`config.mk`:
```
export PLATFORM = sky130hd
export DESIGN_NAME = oka_even_odd_pp_seq
export DESIGN_NICKNAME = d
export VERILOG_FILES = /design/src/rtl/oka_pkg.sv /design/src/rtl/oka_pp_lane.sv /design/src/rtl/oka_even_odd_pp_seq.sv
export SDC_FILE = /design/constraint.sdc
export NUM_CORES = 1
export LEC_CHECK = 0
export ABC_CLOCK_PERIOD_IN_PS = 3500
export CAP_MARGIN = 40
export CORE_MARGIN = 5
export CORE_UTILIZATION = 32
export CTS_CLUSTER_DIAMETER = 60
export DETAILED_ROUTE_END_ITERATION = 8
export SYNTH_ARGS = -nofsm -noshare
export SYNTH_HDL_FRONTEND = slang
export SYNTH_SLANG_ARGS = --single-unit
```
`constraint.sdc`:
```
create_clock -name clk -period 3.5 [get_ports clk]
set_clock_uncertainty 0.1 [all_clocks]
set_input_delay 0.7 -clock clk [delete_from_list [all_inputs] [get_ports clk]]
set_output_delay 0.7 -clock clk [all_outputs]
set_load 0.03 [all_outputs]
```
`src/rtl/oka_pkg.sv`:
```
// Shared types and helpers for the overlap-free Karatsuba partial-product generator.
// Contents: FSM state enum, half-width derivation, even/odd coefficient split.
// The split works on a fixed maximum width so any even N up to OKA_N_MAX can use it.
package oka_pkg;

    typedef enum logic [1:0] {
        IDLE = 2'd0,
        BUSY = 2'd1,
        DONE = 2'd2
    } state_t;

    localparam int unsigned OKA_N_MAX = 64;
    localparam int unsigned OKA_H_MAX = OKA_N_MAX / 2;

    // Half width of an N-bit operand; N is required to be even.
    function automatic int unsigned half_width(input int unsigned n);
        return n / 2;
    endfunction

    typedef struct packed {
        logic [OKA_H_MAX-1:0] ev;
        logic [OKA_H_MAX-1:0] od;
    } split_t;

    // ev[k] = v[2k], od[k] = v[2k+1]. Callers zero-extend narrower operands,
    // so coefficients above the real half width come out as zero.
    function automatic split_t split_eo(input logic [OKA_N_MAX-1:0] v);
        split_t s;
        s = '0;
        for (int k = 0; k < OKA_H_MAX; k++) begin
            s.ev[k] = v[2*k];
            s.od[k] = v[2*k+1];
        end
        return s;
    endfunction

endpackage

```
`src/rtl/oka_pp_lane.sv`:
```
// One serial shift-XOR accumulator computing a carry-less H x H product.
// Ports: load_i captures multiplicand/multiplier and clears the accumulator;
// step_i consumes one multiplier bit per cycle; acc_o is the (2H-1)-bit product.
module oka_pp_lane #(
    parameter int unsigned H = 3
) (
    input  logic           clk,
    input  logic           rst_n,
    input  logic           load_i,
    input  logic           step_i,
    input  logic [H-1:0]   mcand_i,
    input  logic [H-1:0]   mplier_i,
    output logic [2*H-2:0] acc_o
);

    localparam int unsigned W = 2*H - 1;

    logic [W-1:0] mcand_q, mcand_d;
    logic [H-1:0] mplier_q, mplier_d;
    logic [W-1:0] acc_q, acc_d;

    always_comb begin
        mcand_d  = mcand_q;
        mplier_d = mplier_q;
        acc_d    = acc_q;
        if (load_i) begin
            mcand_d  = {{(H-1){1'b0}}, mcand_i};
            mplier_d = mplier_i;
            acc_d    = '0;
        end else if (step_i) begin
            // Multiplier LSB selects the current shifted multiplicand;
            // the multiplicand moves up one power of x per step.
            if (mplier_q[0]) begin
                acc_d = acc_q ^ mcand_q;
            end
            mcand_d  = mcand_q << 1;
            mplier_d = mplier_q >> 1;
        end
    end

    always_ff @(posedge clk or negedge rst_n) begin
        if (!rst_n) begin
            mcand_q  <= '0;
            mplier_q <= '0;
            acc_q    <= '0;
        end else begin
            mcand_q  <= mcand_d;
            mplier_q <= mplier_d;
            acc_q    <= acc_d;
        end
    end

    assign acc_o = acc_q;

endmodule

```
`src/rtl/oka_even_odd_pp_seq.sv`:
```
// Sequential even/odd partial-product generator: ee, eo, oe, oo half-products of a, b.
// Ports: a/b + in_valid/in_ready accept a job; pp_* + out_valid/out_ready return it.
// Latency H cycles from acceptance to out_valid; one job in flight, results held until out_ready.
module oka_even_odd_pp_seq
    import oka_pkg::*;
#(
    parameter int unsigned N = 6
) (
    input  logic         clk,
    input  logic         rst_n,
    input  logic [N-1:0] a,
    input  logic [N-1:0] b,
    input  logic         in_valid,
    output logic         in_ready,
    output logic [N-2:0] pp_ee,
    output logic [N-2:0] pp_eo,
    output logic [N-2:0] pp_oe,
    output logic [N-2:0] pp_oo,
    output logic         out_valid,
    input  logic         out_ready
);

    localparam int unsigned H  = half_width(N);
    localparam int unsigned CW = (H > 1) ? $clog2(H) : 1;

    state_t         state_q, state_d;
    logic [CW-1:0]  cnt_q, cnt_d;
    logic           load;
    logic           step;

    // Even/odd split of both operands.
    logic [OKA_N_MAX-1:0] a_ext, b_ext;
    split_t               sa, sb;
    logic [H-1:0]         ae, ao, be, bo;
    logic                 unused_split;

    assign a_ext = {{(OKA_N_MAX-N){1'b0}}, a};
    assign b_ext = {{(OKA_N_MAX-N){1'b0}}, b};
    assign sa    = split_eo(a_ext);
    assign sb    = split_eo(b_ext);
    assign ae    = sa.ev[H-1:0];
    assign ao    = sa.od[H-1:0];
    assign be    = sb.ev[H-1:0];
    assign bo    = sb.od[H-1:0];
    // Coefficients above H are always zero; fold them away explicitly.
    assign unused_split = ^{sa, sb};

    // Control FSM.
    always_comb begin
        state_d = state_q;
        cnt_d   = cnt_q;
        load    = 1'b0;
        step    = 1'b0;
        unique case (state_q)
            IDLE: begin
                if (in_valid) begin
                    load    = 1'b1;
                    cnt_d   = '0;
                    state_d = BUSY;
                end
            end
            BUSY: begin
                step  = 1'b1;
                cnt_d = cnt_q + 1'b1;
                if (cnt_q == CW'(H-1)) begin
                    cnt_d   = '0;
                    state_d = DONE;
                end
            end
            DONE: begin
                if (out_ready) begin
                    state_d = IDLE;
                end
            end
            default: begin
                state_d = IDLE;
                cnt_d   = '0;
            end
        endcase
    end

    always_ff @(posedge clk or negedge rst_n) begin
        if (!rst_n) begin
            state_q <= IDLE;
            cnt_q   <= '0;
        end else begin
            state_q <= state_d;
            cnt_q   <= cnt_d;
        end
    end

    // Handshake outputs decode directly from the state register, so there is
    // no combinational path from any input to any output.
    assign in_ready  = (state_q == IDLE);
    assign out_valid = (state_q == DONE);

    // Four lanes: ee/oe share multiplier Be, eo/oo share Bo.
    oka_pp_lane #(.H(H)) u_lane_ee (
        .clk      (clk),
        .rst_n    (rst_n),
        .load_i   (load),
        .step_i   (step),
        .mcand_i  (ae),
        .mplier_i (be),
        .acc_o    (pp_ee)
    );

    oka_pp_lane #(.H(H)) u_lane_eo (
        .clk      (clk),
        .rst_n    (rst_n),
        .load_i   (load),
        .step_i   (step),
        .mcand_i  (ae),
        .mplier_i (bo),
        .acc_o    (pp_eo)
    );

    oka_pp_lane #(.H(H)) u_lane_oe (
        .clk      (clk),
        .rst_n    (rst_n),
        .load_i   (load),
        .step_i   (step),
        .mcand_i  (ao),
        .mplier_i (be),
        .acc_o    (pp_oe)
    );

    oka_pp_lane #(.H(H)) u_lane_oo (
        .clk      (clk),
        .rst_n    (rst_n),
        .load_i   (load),
        .step_i   (step),
        .mcand_i  (ao),
        .mplier_i (bo),
        .acc_o    (pp_oo)
    );

endmodule

```
==> results of run 1 <==
[layout by cell type, fill, tap and decap left out, types with 5 or more instances in the layout]
master	n
a22oi_1	8
a22o_1	24
mux2_2	20
dfrtp_1	40
buf_4	5
clkdlybuf4s50_1	36
nor2_1	22
nand2_1	23
o21ai_0	11
a21oi_1	10
nor2b_1	12
clkbuf_8	7
[through the flow]
stage,cell area (µm²),instances,setup WS [ns],hold slack (ns)
after floorplan,1990,195,1.62,0.304
final,2540,306,0.721,0.160
after detailed placement,2440,299,1.01,0.384
after global placement,2420,298,1.04,0.378
after CTS,2540,306,0.689,0.159
after global routing,2540,306,0.585,0.164
[worst min path at each step]
stage | startpoint | end | cells after the start
final | rst_n | u_lane_oo.acc_o[2] | 1
after floorplan | rst_n | cnt_q[0] | 0
after global routing | rst_n | u_lane_oo.acc_o[2] | 1
after CTS | rst_n | u_lane_oo.acc_o[2] | 1
after detailed placement | cnt_q[0] | cnt_q[1] | 1
after global placement | cnt_q[0] | cnt_q[1] | 1
[power breakdown]
part	leakage, nW	switching, mW	internal, mW
combinational	0.504	0.559	0.518
sequential	0.532	0.238	0.642
clock	0.0503	0.160	0.176
[layout make-up]
cell class	count	area [µm²]	share of cell area, %
Clock buffer	7	96.3	3.80
Inverter	3	11.3	0.444
Multi-Input combinational cell	138	911	35.9
Sequential cell	40	1000	39.5
Tap cell	75	93.8	3.70
Timing Repair Buffer	43	423	16.7
[worst max-delay path, delay by kind of cell, from the launching register on]
kind                   cells  cell delay [ns]
AND/OR/NAND/NOR            1             0.14
buffers and inverters      2             0.82
flip-flops                 1             0.73
[per-layer routing]
layer | vias up | part of all wire (%) | track usage [%] | wire (µm)
met5 | - | 0 | 0 | 0
met4 | 0 | 1.2 | 4.53 | 55
met3 | 5 | 4.9 | 3.13 | 230
met2 | 35 | 44 | 19.6 | 2080
met1 | 758 | 49 | 17.9 | 2310
li1 | 767 | - | - | -
[kinds of logic after synthesis]
| logic type | Yosys count | share of synthesized area (%) |
|---|---|---|
| AOI/OAI and AO/OA | 59 | 21.5 |
| muxes | 20 | 11.3 |
| buffers and inverters | 17 | 4.08 |
| and+or+nand+nor | 59 | 12.9 |
| DFF | 40 | 50.2 |
[flip-flops by register name, indices dropped and copies added, names as in the netlist]
name	cells
u_lane_eo.mcand_q	5
state_q	2
u_lane_ee.mplier_q	3
u_lane_oe.mcand_q	4
cnt_q	2
u_lane_eo.mplier_q	2
u_lane_oe.acc_o	5
u_lane_oo.acc_o	5
u_lane_eo.acc_o	5
u_lane_ee.acc_o	5
u_lane_oo.mcand_q	1
u_lane_oo.mplier_q	1
==> metrics.txt, run 1 <==
Synth top cells by count dfrtp_1 (40), a22o_1 (24), nand2_1 (23), nor2_1 (22), mux2_2 (20); hold buffers post-CTS 0; Unique masters post-synth 19; worst-skew pair later-pin latency 0.29 ns; CTS Root Cell clkbuf_8; crit path launch type register; total power 2.29 mW; full die area 7910 µm²; Yosys reg bits 40; worst slew pin tran 0.607 ns; Die X 88.9 µm; Synth top area share 50.2%; layout cells sized above 1 15.2%; Setup crit end out_valid; status finished, final reports clean; largest area contributor in the netlist dfrtp_1; Crit. Startpoint state_q[1]; fillcell total 570; H-Tree Depth 2; port bufs 37; wire length of the first global-routing pass 7.88 mm; detail-routed via count per cell 5.11; via count 1565; drt pass-1 iters 4; Synth area leaders dfrtp_1 (50%), mux2_2 (11%), a22o_1 (11%); Max Slew Vio Count 0; grt ovf 0; RSZ-0062 raised after global routing false; R2R Path Start state_q[1]; critical path's slowest cell dfrtp_1; post-layout minimum cycle time 2.78 ns; final setup fails 0; critical path required time 2.70 ns; Leakage ~1.1 nW; critical-path maximum fanout 19; CTS clk-pin slew, worst paths around 0.07 ns; VDD IR max 0.356 mV; Initial Util 33.3%; IO Pins 38; main flop type after synthesis dfrtp_1; CP peak stage delay approximately 0.73 ns; count leader, synth dfrtp_1; CTS tree built; die extent in y 88.9 µm; FFs w/ async S/R, synth 100%; CTS resizes 0; vias in the first global route 1577; ANT nets after route 0; final RePlAce weighted congestion 0.730; Syn Area/Cell 10.2 µm²; Setup Crit Path Kind register to output port; fin util 42.3%; Max Root-Sink Buffers 2; DR iter-0 viols 77; Setup TNS Final 0 ns; Register-to-Register Path Depth 4; Arrival @ worst endpoint 1.98 ns; Max Fclk 360 MHz; Mapped Nets approximately 210; PwrDens 904 nW/µm²; cell area after synthesis between 1500 and 2000 µm²; EDFF count, synth 0; Tcrit/Tclk final roughly four fifths; setup bufs post-CTS 0; R2R Path End cnt_q[0]; Hold Crit Class input port to asynchronous set/reset pin; GRT Util Overall 12.9%; Antenna Cells 0; Final HPWL DP between 3 and 4 mm; row count 28; largest net degree at the start of global routing 32; final routed DRC violation total 0; clock buffer count from CTS 5; nets@finish 247; register area share after synthesis 50.2%; Core Box Area 5990 µm²; crit end category output port; max cap viols 0; Cells after Synth 195; routed wire length 4.67 mm; Final Hold Fails 0; area grow syn2layout 27.2%; Max-slew headroom between 50% and 60%; critical path cell sequence inv_1 -> nor2_1 -> clkdlybuf4s50_1; initial antenna violation count 0; reg2reg setup slack ~1.4 ns; wire per inst approximately 15 µm; Yosys warning count 0; Sink Count 40
No activity file was read; power rests on OpenSTA's default activity.
==> run 2: changes to the inputs <==
Settings changed: ABC_CLOCK_PERIOD_IN_PS 3500 to 2800.
Clock period 3.5 ns to 2.8 ns, I/O delays scaled along.
==> run 2 against run 1 <==
Compared with the run above:
- core utilization increased by 0.63 points
- via count increased by 0.58%
- sequential share of layout area decreased by 0.58 points
- worst hold slack got worse by 0.057 ns
==> metrics.txt, run 2 (synthesized netlist as in run 1, its figures left out) <==
status finished, final reports clean; detail-routed via count per cell 5.09; Die X 88.9 µm; VDD IR max 0.395 mV; Max Fclk 416 MHz; routed wire length 4.68 mm; drt pass-1 iters 4; Tcrit/Tclk final 85.8%; ANT nets after route 0; Setup Crit Path Kind register to output port; CP peak stage delay 0.74 ns; Hold Crit Class input port to asynchronous set/reset pin; IO Pins 38; placed cell areas around 2500 µm²; Core Box Area about 6000 µm²; final setup fails 0; Max Slew Vio Count 0; commonest non-fill, non-tap cell in the layout dfrtp_1; Register-to-Register Path Depth 4; via count approximately 1.6k; crit end category output port; Reg area approximately 1000 µm²; setup bufs post-CTS 0; Final HPWL DP between 3 and 4 mm; placed insts 301; critical path's slowest cell clkdlybuf4s50_1; Initial Util 33.3%; Antenna Cells 0; final RePlAce weighted congestion 0.790; DR iter-0 viols 79; post-layout minimum cycle time between 2 and 2.5 ns; most frequent cells in the layout dfrtp_1 (40), clkdlybuf4s50_1 (36), a22o_1 (24); vias in the first global route 1590; R2R Path End cnt_q[0]; fin area 2570 µm²; Arrival @ worst endpoint 1.74 ns; hold buffers post-CTS 0; CP delay by family, top buffers and inverters; critical-path maximum fanout 4; Buf/Inv on CP 1; CTS Root Cell clkbuf_8; area grow syn2layout 29.1%; row count 28; Setup TNS Final 0 ns; Leakage about 1.1 nW; Sink Count 40; critical path required time 2.14 ns; R2R Path Start state_q[1]; crit path launch type register; die extent in y 88.9 µm; largest net degree at the start of global routing 33; critical path cell sequence nor2_1 -> clkdlybuf4s50_1; Final Hold Fails 0; full die area a little under 8000 µm²; CTS tree built; worst slew pin tran 0.489 ns; Max-slew headroom between 60% and 70%; final routed DRC violation total 0; H-Tree Depth 2; area of the multi-input gates roughly 900 µm²; GRT Util Overall 13.1%; worst-skew pair later-pin latency 0.30 ns; Post-Layout Cell Count slightly above 300; layout cells sized above 1 16.2%; initial antenna violation count 0; grt ovf 0; fillcell total 569; wire length of the first global-routing pass 7.94 mm; max cap viols 0; Max Root-Sink Buffers 2; port bufs 37; CTS resizes 0; wire per inst 15.2 µm; clock buffer count from CTS 5; reg2reg setup slack 0.98 ns; RSZ-0062 raised after global routing false; PwrDens approximately 1100 nW/µm²; CTS clk-pin slew, worst paths around 0.09 ns; nets@finish 249
[run 2: changes by cell type in the layout (fill, tap and decap cells not counted)]
cell,previous run,this run
buf_4,5,7
clkbuf_8,7,5
buf_12,1,0
buf_16,0,1
bufinv_16,0,1
clkinv_2,0,1
clkinvlp_4,0,1
[run 2: worst max-delay path by stage]
stage                from         to  depth (start not counted)
2_1_floorplan  state_q[1]  out_valid                          3
3_3_place_gp   state_q[0]   in_ready                          2
3_5_place_dp     in_valid   cnt_q[0]                          4
4_1_cts        state_q[0]   in_ready                          2
5_1_grt        state_q[0]   in_ready                          2
6_report       state_q[0]   in_ready                          2
[run 2: final cells by class]
class,instances,share of cell area [%]
Clock buffer,5,2.67
Clock inverter,3,1.65
Inverter,3,0.438
Multi-Input combinational cell,138,35.4
Sequential cell,40,38.9
Tap cell,75,3.65
Timing Repair Buffer,45,17.3
[run 2: report_power, final]
group | switching, mW | total, mW | internal, mW
logic | 0.750 | 1.41 | 0.661
clock network | 0.211 | 0.475 | 0.264
registers | 0.247 | 1.05 | 0.804
[run 2: layer usage]
| layer | vias to the layer above | GRT usage (%) | part of all wire (%) |
|---|---|---|---|
| met2 | 35 | 19.8 | 45 |
| met5 | - | 0 | 0 |
| li1 | 769 | - | - |
| met3 | 2 | 3.87 | 4.9 |
| met4 | 0 | 4.12 | 0.49 |
| met1 | 768 | 18.2 | 50 |
[run 2: metrics by stage]
stage / hold slack [ns] / setup WS [ns] / utilization, % / power, mW
after floorplan: 0.164 / 1.06 / - / 1.99
after global placement: 0.387 / 0.716 / 40.6 / 2.47
after detailed placement: 0.388 / 0.710 / 41.1 / 2.50
after CTS: 0.110 / 0.371 / 43.0 / 2.97
after global routing: 0.124 / 0.313 / 43.0 / 3.14
final: 0.103 / 0.398 / 43.0 / 2.94
==> run 3: changes to the inputs <==
Settings changed: CTS_BUF_LIST from default to sky130_fd_sc_hd__clkbuf_16.
==> run 3 against run 2 <==
Compared with the run above:
- die area unchanged
- worst setup slack better by 0.027 ns
- non-clock buffer count unchanged
- sequential share of layout area down 0.83 points
- worst hold slack better by 0.027 ns
- clock power up 35%
- critical path depth unchanged
- count of clock-buffer cells in the layout unchanged
- global-route usage up 0.077 points
- register-to-register slack about the same
==> metrics.txt, run 3 (synthesized netlist as in run 1, its figures left out) <==
ANT nets after route 0; CTS tree built; critical path required time 2.14 ns; Sink Count 40; RSZ-0062 raised after global routing false; final setup fails 0; most frequent cells in the layout dfrtp_1 (40), clkdlybuf4s50_1 (36), a22o_1 (24); pre-CTS setup slack 0.710 ns; grt met3 use 3.87%; Core Box Area 5990 µm²; setup bufs post-CTS 0; CP peak stage delay 0.74 ns; worst-skew pair later-pin latency about 0.28 ns; fin util 43.9%; full die area 7910 µm²; routed wire length 4.68 mm; Max Slew Vio Count 0; Max Root-Sink Buffers 2; worst hold margin 0.129 ns; total power 3.11 mW; status finished, final reports clean; IO Pins 38; final RePlAce weighted congestion 0.790; via count 1567; grt peak-use layer met2; critical-path maximum fanout 4; final routed DRC violation total 0; VDD IR max 0.407 mV; Final Hold Fails 0; Max-slew headroom around 68%; Leakage between 1 and 1.5 nW; Die X 88.9 µm; Setup Crit Path Kind register to output port; drt pass-1 iters 4; wire per inst 15.1 µm; Hold Crit Class input port to asynchronous set/reset pin; DR iter-0 viols 95; max cap viols 0; final setup margin 0.425 ns; placed insts 301; commonest non-fill, non-tap cell in the layout dfrtp_1; GRT Util Overall 13.2%; nets@finish 249; fin area 2630 µm²; Setup TNS Final 0 ns; hold buffers post-CTS 0; PwrDens 1180 nW/µm²; Initial Util 33.3%; H-Tree Depth 2; row count 28; GR Util met2 19.8%; placed cell areas 2460 µm²; met1 Usage GRT ~18%; post-layout minimum cycle time approximately 2.4 ns; critical path's slowest cell clkdlybuf4s50_1; wire length of the first global-routing pass 8.00 mm; initial antenna violation count 0; crit end category output port; CTS Root Cell clkbuf_16; vias in the first global route 1606; grt ovf 0; critical path cell sequence nor2_1 -> clkdlybuf4s50_1; layout cells sized above 1 16.2%; CTS clk-pin slew, worst paths about 0.060 ns; fillcell total 559; largest net degree at the start of global routing 33; crit path launch type register; Antenna Cells 0; Post-Layout Cell Count roughly 300; CTS resizes 0; worst slew pin tran 0.482 ns; port bufs 37; area grow syn2layout 32.0%; Arrival @ worst endpoint 1.72 ns; Tcrit/Tclk final 84.8%; Final HPWL DP 3.27 mm; clock buffer count from CTS 5; CP delay by family, top buffers and inverters; Max Fclk 421 MHz; detail-routed via count per cell ~5; Buf/Inv on CP 1; die extent in y 88.9 µm
[run 3: worst register-to-register path, delay by kind of cell (launching register included)]
family / cells / cell delay, ns
DFF: 1 / 0.37
and+or+nand+nor: 2 / 0.65
muxes: 1 / 0.26
buffers and inverters: 1 / 0.33
[run 3: area by class of cell]
| cell class | instances | area [µm²] | share of cell area [%] |
|---|---|---|---|
| sequential | 40 | 1000 | 38.1 |
| multi-input combinational | 138 | 911 | 34.6 |
| timing repair buffer | 45 | 445 | 16.9 |
| clock buffer | 5 | 125 | 4.76 |
| tap | 75 | 93.8 | 3.57 |
| clock inverter | 3 | 42.5 | 1.62 |
| inverter | 3 | 11.3 | 0.428 |
[run 3: power by group]
part,internal (mW),total [mW],switching [mW],leakage (nW)
clock network,0.418,0.643,0.225,0.0798
logic,0.661,1.41,0.749,0.517
registers,0.806,1.05,0.248,0.532
total,1.88,3.11,1.22,1.13
[run 3: path summary, 6_finish.rpt]
| kind | startpoint | end | slack (ns) | cells past startpoint |
|---|---|---|---|---|
| worst max-delay path | state_q[0] | in_ready | 0.42 | 2 |
| worst min-delay path | rst_n | state_q[1] | 0.13 | 1 |
| worst max register to register | state_q[1] | cnt_q[0] | 0.98 | 4 |
| worst min register to register | cnt_q[0] | cnt_q[1] | 0.40 | 1 |
| max in group asynchronous | rst_n | u_lane_oe.mcand_q[3] | 2.00 | 2 |
| min in group clk | cnt_q[0] | cnt_q[1] | 0.40 | 1 |
[run 3: layer usage]
metal | wire, µm | up-vias
met5 | 0 | -
met4 | 52 | 0
met3 | 211 | 5
met2 | 2090 | 33
met1 | 2330 | 760
li1 | - | 769
==> edit 1, RTL diff (flow settings as in run 3) <==
Make the reset (`rst_n`) synchronous in 2 clocked blocks.
--- a/src/rtl/oka_pp_lane.sv
+++ b/src/rtl/oka_pp_lane.sv
@@ -40,3 +40,3 @@
 
-    always_ff @(posedge clk or negedge rst_n) begin
+    always_ff @(posedge clk) begin
         if (!rst_n) begin
--- a/src/rtl/oka_even_odd_pp_seq.sv
+++ b/src/rtl/oka_even_odd_pp_seq.sv
@@ -81,3 +81,3 @@
 
-    always_ff @(posedge clk or negedge rst_n) begin
+    always_ff @(posedge clk) begin
         if (!rst_n) begin
Formal check against the unedited RTL: differs if rst_n is asserted again (counterexample within 4 cycles, from zero or initial values and one cycle with rst_n low); with rst_n held inactive, the same outputs for 10 cycles.
==> edit 1 against run 3 <==
Synthesized area fell by 14%; wire length fell by 21%; cell area fell by 15%; worst setup slack got worse by 0.030 ns; worst hold slack gained 0.28 ns; sequential share of layout area is 2.3 points lower; sequential cell count stayed put; critical path type unchanged; critical endpoint is now out_valid.
Power is not compared: it rests on default switching activity, and its combinational part moved more than twofold at a synthesized area within 25%.
==> edit 1: results (changes against run 3) <==
\begin{tabular}{lr}
\hline
Metric & Value \\
\hline
\multicolumn{2}{l}{\textbf{Placement}} \\
Post-detailed-placement half-perimeter wirelength & 2.57 mm (-21\%) \\
Last weighted congestion value of the routability-driven placer & 0.772 (-2.3\%) \\
Cell count after placement & 273 (-9.3\%) \\
Placed cell area & 0.00211 mm² (-14\%) \\
Setup slack after placement & 0.606 ns (-0.105 ns) \\
\multicolumn{2}{l}{\textbf{Logic synthesis}} \\
Net count after synthesis & 191 (-9.5\%) \\
Instance count of the mapped netlist & 175 (-10\%) \\
Sequential cell area fraction in the yosys report & 46.8\% (-3.4 points) \\
Fraction of registers with async set or reset after synthesis & 0\% (-100 points) \\
Count of cell types in the netlist & 29 (+10) \\
Most used standard cells in the synthesized netlist & 40 x sky130\_fd\_sc\_hd\_\_dfxtp\_1, 22 x sky130\_fd\_sc\_hd\_\_nor2\_1, 20 x sky130\_fd\_sc\_hd\_\_nand4b\_1, 20 x sky130\_fd\_sc\_hd\_\_xor2\_1 \\
Largest cells by area after synthesis & sky130\_fd\_sc\_hd\_\_dfxtp\_1 47\%, sky130\_fd\_sc\_hd\_\_nand4b\_1 10\%, sky130\_fd\_sc\_hd\_\_xor2\_1 10\% \\
\multicolumn{2}{l}{\textbf{STA}} \\
Slew at the pin closest to its max-slew limit & 0.443 ns (-0.0389 ns) \\
Final hold slack & 0.405 ns (+0.276 ns) \\
\multicolumn{2}{l}{\textbf{CTS}} \\
Clock Pin Slew Worst Setup and Hold Paths & 0.05 ns \\
Clock Latency Late Sink & 0.28 ns (about the same) \\
\multicolumn{2}{l}{\textbf{Worst setup path}} \\
Master of the slowest instance on the critical path & sky130\_fd\_sc\_hd\_\_clkdlybuf4s50\_1 \\
Register-to-register setup slack & 1.03 ns (+0.05 ns) \\
Reg-to-Reg End & u\_lane\_ee.acc\_o[0] \\
Worst reg2reg path depth & 5 (+1) \\
Peak per-stage delay on the critical path & 0.69 ns (-0.05 ns) \\
Critical path peak fanout & 10 (+6) \\
R2r startpoint & state\_q[0] \\
Data arrival, critical path & 1.75 ns (+0.03 ns) \\
\multicolumn{2}{l}{\textbf{Drt}} \\
Detailed-route wire length per cell & 13.1 µm (-13\%) \\
Detailed router's first-iteration violation count & 121 (+27\%) \\
Via Count & 1347 (-14\%) \\
\multicolumn{2}{l}{\textbf{Final layout}} \\
Fraction of final layout cells sized beyond drive strength 1 & 7.62\% (-8.6 points) \\
Fillers & 541 (-3.2\%) \\
Non-Filler Instances & 280 (-9.4\%) \\
Final layout net count & 226 (-9.2\%) \\
\multicolumn{2}{l}{\textbf{Global routing}} \\
First-pass GRT wire length & 6.35 mm (-21\%) \\
Largest net degree at the start of global routing & 27 (-18\%) \\
GRT Util Overall & 11.4\% (-1.8 points) \\
\multicolumn{2}{l}{\textbf{Min path}} \\
Classification of the worst-slack hold path & reg2reg \\
\multicolumn{2}{l}{\textbf{Power}} \\
Cell-internal power & $\sim$960 µW \\
\multicolumn{2}{l}{\textbf{Run status}} \\
Outcome & complete, no violations \\
\hline
\end{tabular}
==> edit 1: worst reg2reg max path: cells and delay by family (launching register included) <==
family	cells	cell delay (ns)
buffers and inverters	2	0.55
AND/OR/NAND/NOR	3	0.57
flip-flops	1	0.44
==> edit 1: power by group through the flow <==
stage | logic (mW) | registers (mW) | clock network [mW]
floorplan | 0.0834 | 0.615 | 0
global placement | 0.111 | 0.626 | 0
detailed placement | 0.111 | 0.627 | 0
CTS | 0.111 | 0.614 | 0.543
global route | 0.122 | 0.619 | 0.567
finish | 0.110 | 0.615 | 0.518
==> edit 1: cells by family (layout without fill, tap and decap cells) <==
family	count (synthesis)	after routing	synth area share (%)
simple gates	61	61	22.3
mux	4	4	2.34
xor+xnor	20	20	10.2
flops	40	40	46.8
compound gates	34	34	12.3
buf+inv	16	51	6.07
==> edit 1: layer usage <==
layer / track usage [%] / routed length, µm
met3: 4.95 / 211
met2: 17.3 / 1600
met1: 14.4 / 1800
met5: 0 / 0
met4: 4.01 / 58
==> edit 1: worst max path at each step <==
stage          startpoint                 end  slack, ns  cells past startpoint
2_1_floorplan  state_q[1]           out_valid       1.04                      2
3_3_place_gp   state_q[1]           out_valid       0.65                      3
3_5_place_dp     in_valid  u_lane_ee.acc_o[0]       0.61                      5
4_1_cts        state_q[1]           out_valid       0.37                      3
5_1_grt        state_q[1]           out_valid       0.30                      3
6_report       state_q[1]           out_valid       0.39                      3
==> edit 1: layout make-up <==
class	instances	area, µm²	share of cell area [%]
clock buffers	5	125	5.59
multi-input cells	119	807	36.0
repair buffers	41	400	17.9
flip-flops and latches	40	801	35.8
well taps	70	87.6	3.91
inverters	3	11.3	0.503
clock inverters	2	7.51	0.335
==> edit 2, RTL diff (config.mk and constraints of run 3) <==
Made on the original files. Encoding of `state_t`: now one-hot (3 bits for 3 states).
--- a/src/rtl/oka_pkg.sv
+++ b/src/rtl/oka_pkg.sv
@@ -5,6 +5,6 @@
 
-    typedef enum logic [1:0] {
-        IDLE = 2'd0,
-        BUSY = 2'd1,
-        DONE = 2'd2
+    typedef enum logic [2:0] {
+        IDLE = 3'b001,
+        BUSY = 3'b010,
+        DONE = 3'b100
     } state_t;
Function: same outputs for any inputs over 10 cycles, from zero or initial values and one cycle with rst_n low; not proved beyond that.
==> edit 2 against run 3 <==
Synthesized area down 5.2%; total power down 20%; worst setup slack worse by 0.18 ns; largest cell class unchanged; sequential share of layout area up 4.0 points; sequential cell count up 1; cell area down 7.1%; worst hold slack worse by 0.080 ns; wire length down 14%.
==> edit 2: results (changes against run 3) <==
\begin{tabular}{lr}
\hline
Metric & Value \\
\hline
\multicolumn{2}{l}{\textbf{Global routing}} \\
Fraction of met3 tracks used by global routing & 3.71\% (-0.16 points) \\
Met2 Usage GRT & 19.1\% (-0.72 points) \\
First-pass GRT wire length & 7.12 mm (-11\%) \\
GRT Util Overall & 12.1\% (-1.1 points) \\
Global Route met1 Usage & 15.9\% (-2.5 points) \\
\multicolumn{2}{l}{\textbf{Placement}} \\
Cell count after placement & 287 (-4.7\%) \\
Last weighted congestion value of the routability-driven placer & 0.691 (-13\%) \\
Post-detailed-placement half-perimeter wirelength & 2.81 mm (-14\%) \\
\multicolumn{2}{l}{\textbf{Logic synthesis}} \\
Net count after synthesis & 198 (-6.2\%) \\
Largest cells by area after synthesis & sky130\_fd\_sc\_hd\_\_dfrtp\_1 53\%, sky130\_fd\_sc\_hd\_\_nand2\_1 12\%, sky130\_fd\_sc\_hd\_\_mux2i\_1 11\% \\
Sequential cell area fraction in the yosys report & 54.4\% (+4.2 points) \\
Average cell area after synthesis & 10.4 µm² (+1.6\%) \\
Most used standard cells in the synthesized netlist & 58 x sky130\_fd\_sc\_hd\_\_nand2\_1, 40 x sky130\_fd\_sc\_hd\_\_dfrtp\_1, 20 x sky130\_fd\_sc\_hd\_\_mux2i\_1, 12 x sky130\_fd\_sc\_hd\_\_a21oi\_1, 6 x sky130\_fd\_sc\_hd\_\_nor2\_1 \\
Count of cell types in the netlist & 27 (+8) \\
\multicolumn{2}{l}{\textbf{Drt}} \\
Detailed-route wire length per cell & 13.6 µm (-9.9\%) \\
Detailed router's first-iteration violation count & 40 (-58\%) \\
Via Count & 1381 (-12\%) \\
Detailed-route vias per instance & 4.70 (-7.4\%) \\
\multicolumn{2}{l}{\textbf{Final layout}} \\
Fraction of final layout cells sized beyond drive strength 1 & 8.22\% (-8.0 points) \\
Final layout net count & 235 (-5.6\%) \\
Fillers & 592 (+5.9\%) \\
\multicolumn{2}{l}{\textbf{Power}} \\
Lkg Pwr & 1.16 nW (+3.0\%) \\
Max IR drop VDD & 480 µV (+18\%) \\
Net switching fraction of the power & 37.6\% (-1.7 points) \\
\multicolumn{2}{l}{\textbf{STA}} \\
Slew at the pin closest to its max-slew limit & 0.444 ns (-0.0383 ns) \\
\multicolumn{2}{l}{\textbf{Worst setup path}} \\
Register-to-register setup slack & 1.19 ns (+0.21 ns) \\
Data arrival, critical path & 1.90 ns (+0.18 ns) \\
Critical path peak fanout & 12 (+8) \\
\multicolumn{2}{l}{\textbf{Run status}} \\
Outcome & complete, no violations \\
\hline
\end{tabular}
## edit 2: cell count changes after synthesis, moves of 5 or more
cell | before | now
sky130_fd_sc_hd__nor2b_1 | 12 | 1
sky130_fd_sc_hd__o21ai_0 | 11 | 2
sky130_fd_sc_hd__nand2_1 | 23 | 58
sky130_fd_sc_hd__mux2i_1 | 0 | 20
sky130_fd_sc_hd__a22o_1 | 24 | 4
sky130_fd_sc_hd__nor2_1 | 22 | 6
sky130_fd_sc_hd__mux2_2 | 20 | 0
sky130_fd_sc_hd__buf_2 | 8 | 3
## edit 2: critical path, cell delays in order (launching register included)
cell,delay (ns)
sky130_fd_sc_hd__dfrtp_1,0.54
sky130_fd_sc_hd__nor3b_1,0.35
sky130_fd_sc_hd__clkdlybuf4s50_1,0.74
## edit 2: cell type report
type                            count  area (µm²)  share of cell area [%]
Timing Repair Buffer               42         415                    17.0
Inverter                            1        3.75                   0.154
Clock buffer                        5         125                    5.12
Multi-Input combinational cell    128         771                    31.5
Clock inverter                      2        7.51                   0.307
Tap cell                           75        93.8                    3.84
Sequential cell                    41        1030                    42.0
## edit 2: cells by family after synthesis
logic type | after synthesis | share of synthesized area (%)
AND/OR/NAND/NOR | 81 | 20.4
AO/OA/AOI/OAI | 27 | 9.47
buffers and inverters | 13 | 5.16
flip-flops | 41 | 54.4
multiplexers | 20 | 10.6
## edit 2: routing by layer
layer,wire (µm),vias up
met5,0,-
met4,21,0
met3,200,2
met2,1930,25
met1,1860,660
li1,-,694
## edit 2: metrics by stage
stage	setup WS (ns)	instance area, µm²	hold slack [ns]
2_1_floorplan	0.727	1890	0.164
3_3_place_gp	0.557	2290	0.363
3_5_place_dp	0.532	2310	0.347
4_1_cts	0.219	2440	0.0516
5_1_grt	0.109	2440	0.0658
6_report	0.244	2440	0.0493
## edit 2: path summary, 6_finish.rpt
| check | start | endpoint |
|---|---|---|
| max | state_q[2] | out_valid |
| min | rst_n | cnt_q[1] |
| max reg2reg | state_q[1] | state_q[0] |
| min reg2reg | u_lane_ee.acc_o[3] | u_lane_ee.acc_o[3] |
| max in group asynchronous | rst_n | state_q[0] |
| min in group clk | u_lane_ee.acc_o[3] | u_lane_ee.acc_o[3] |
## edit 2: power by group through the flow
stage	sequential (mW)	clock, mW	combinational [mW]
floorplan	1.12	0	0.526
global placement	1.02	0	0.948
detailed placement	1.02	0	0.961
CTS	1.02	0.534	0.963
global route	1.06	0.556	1.05
finish	1.02	0.520	0.943
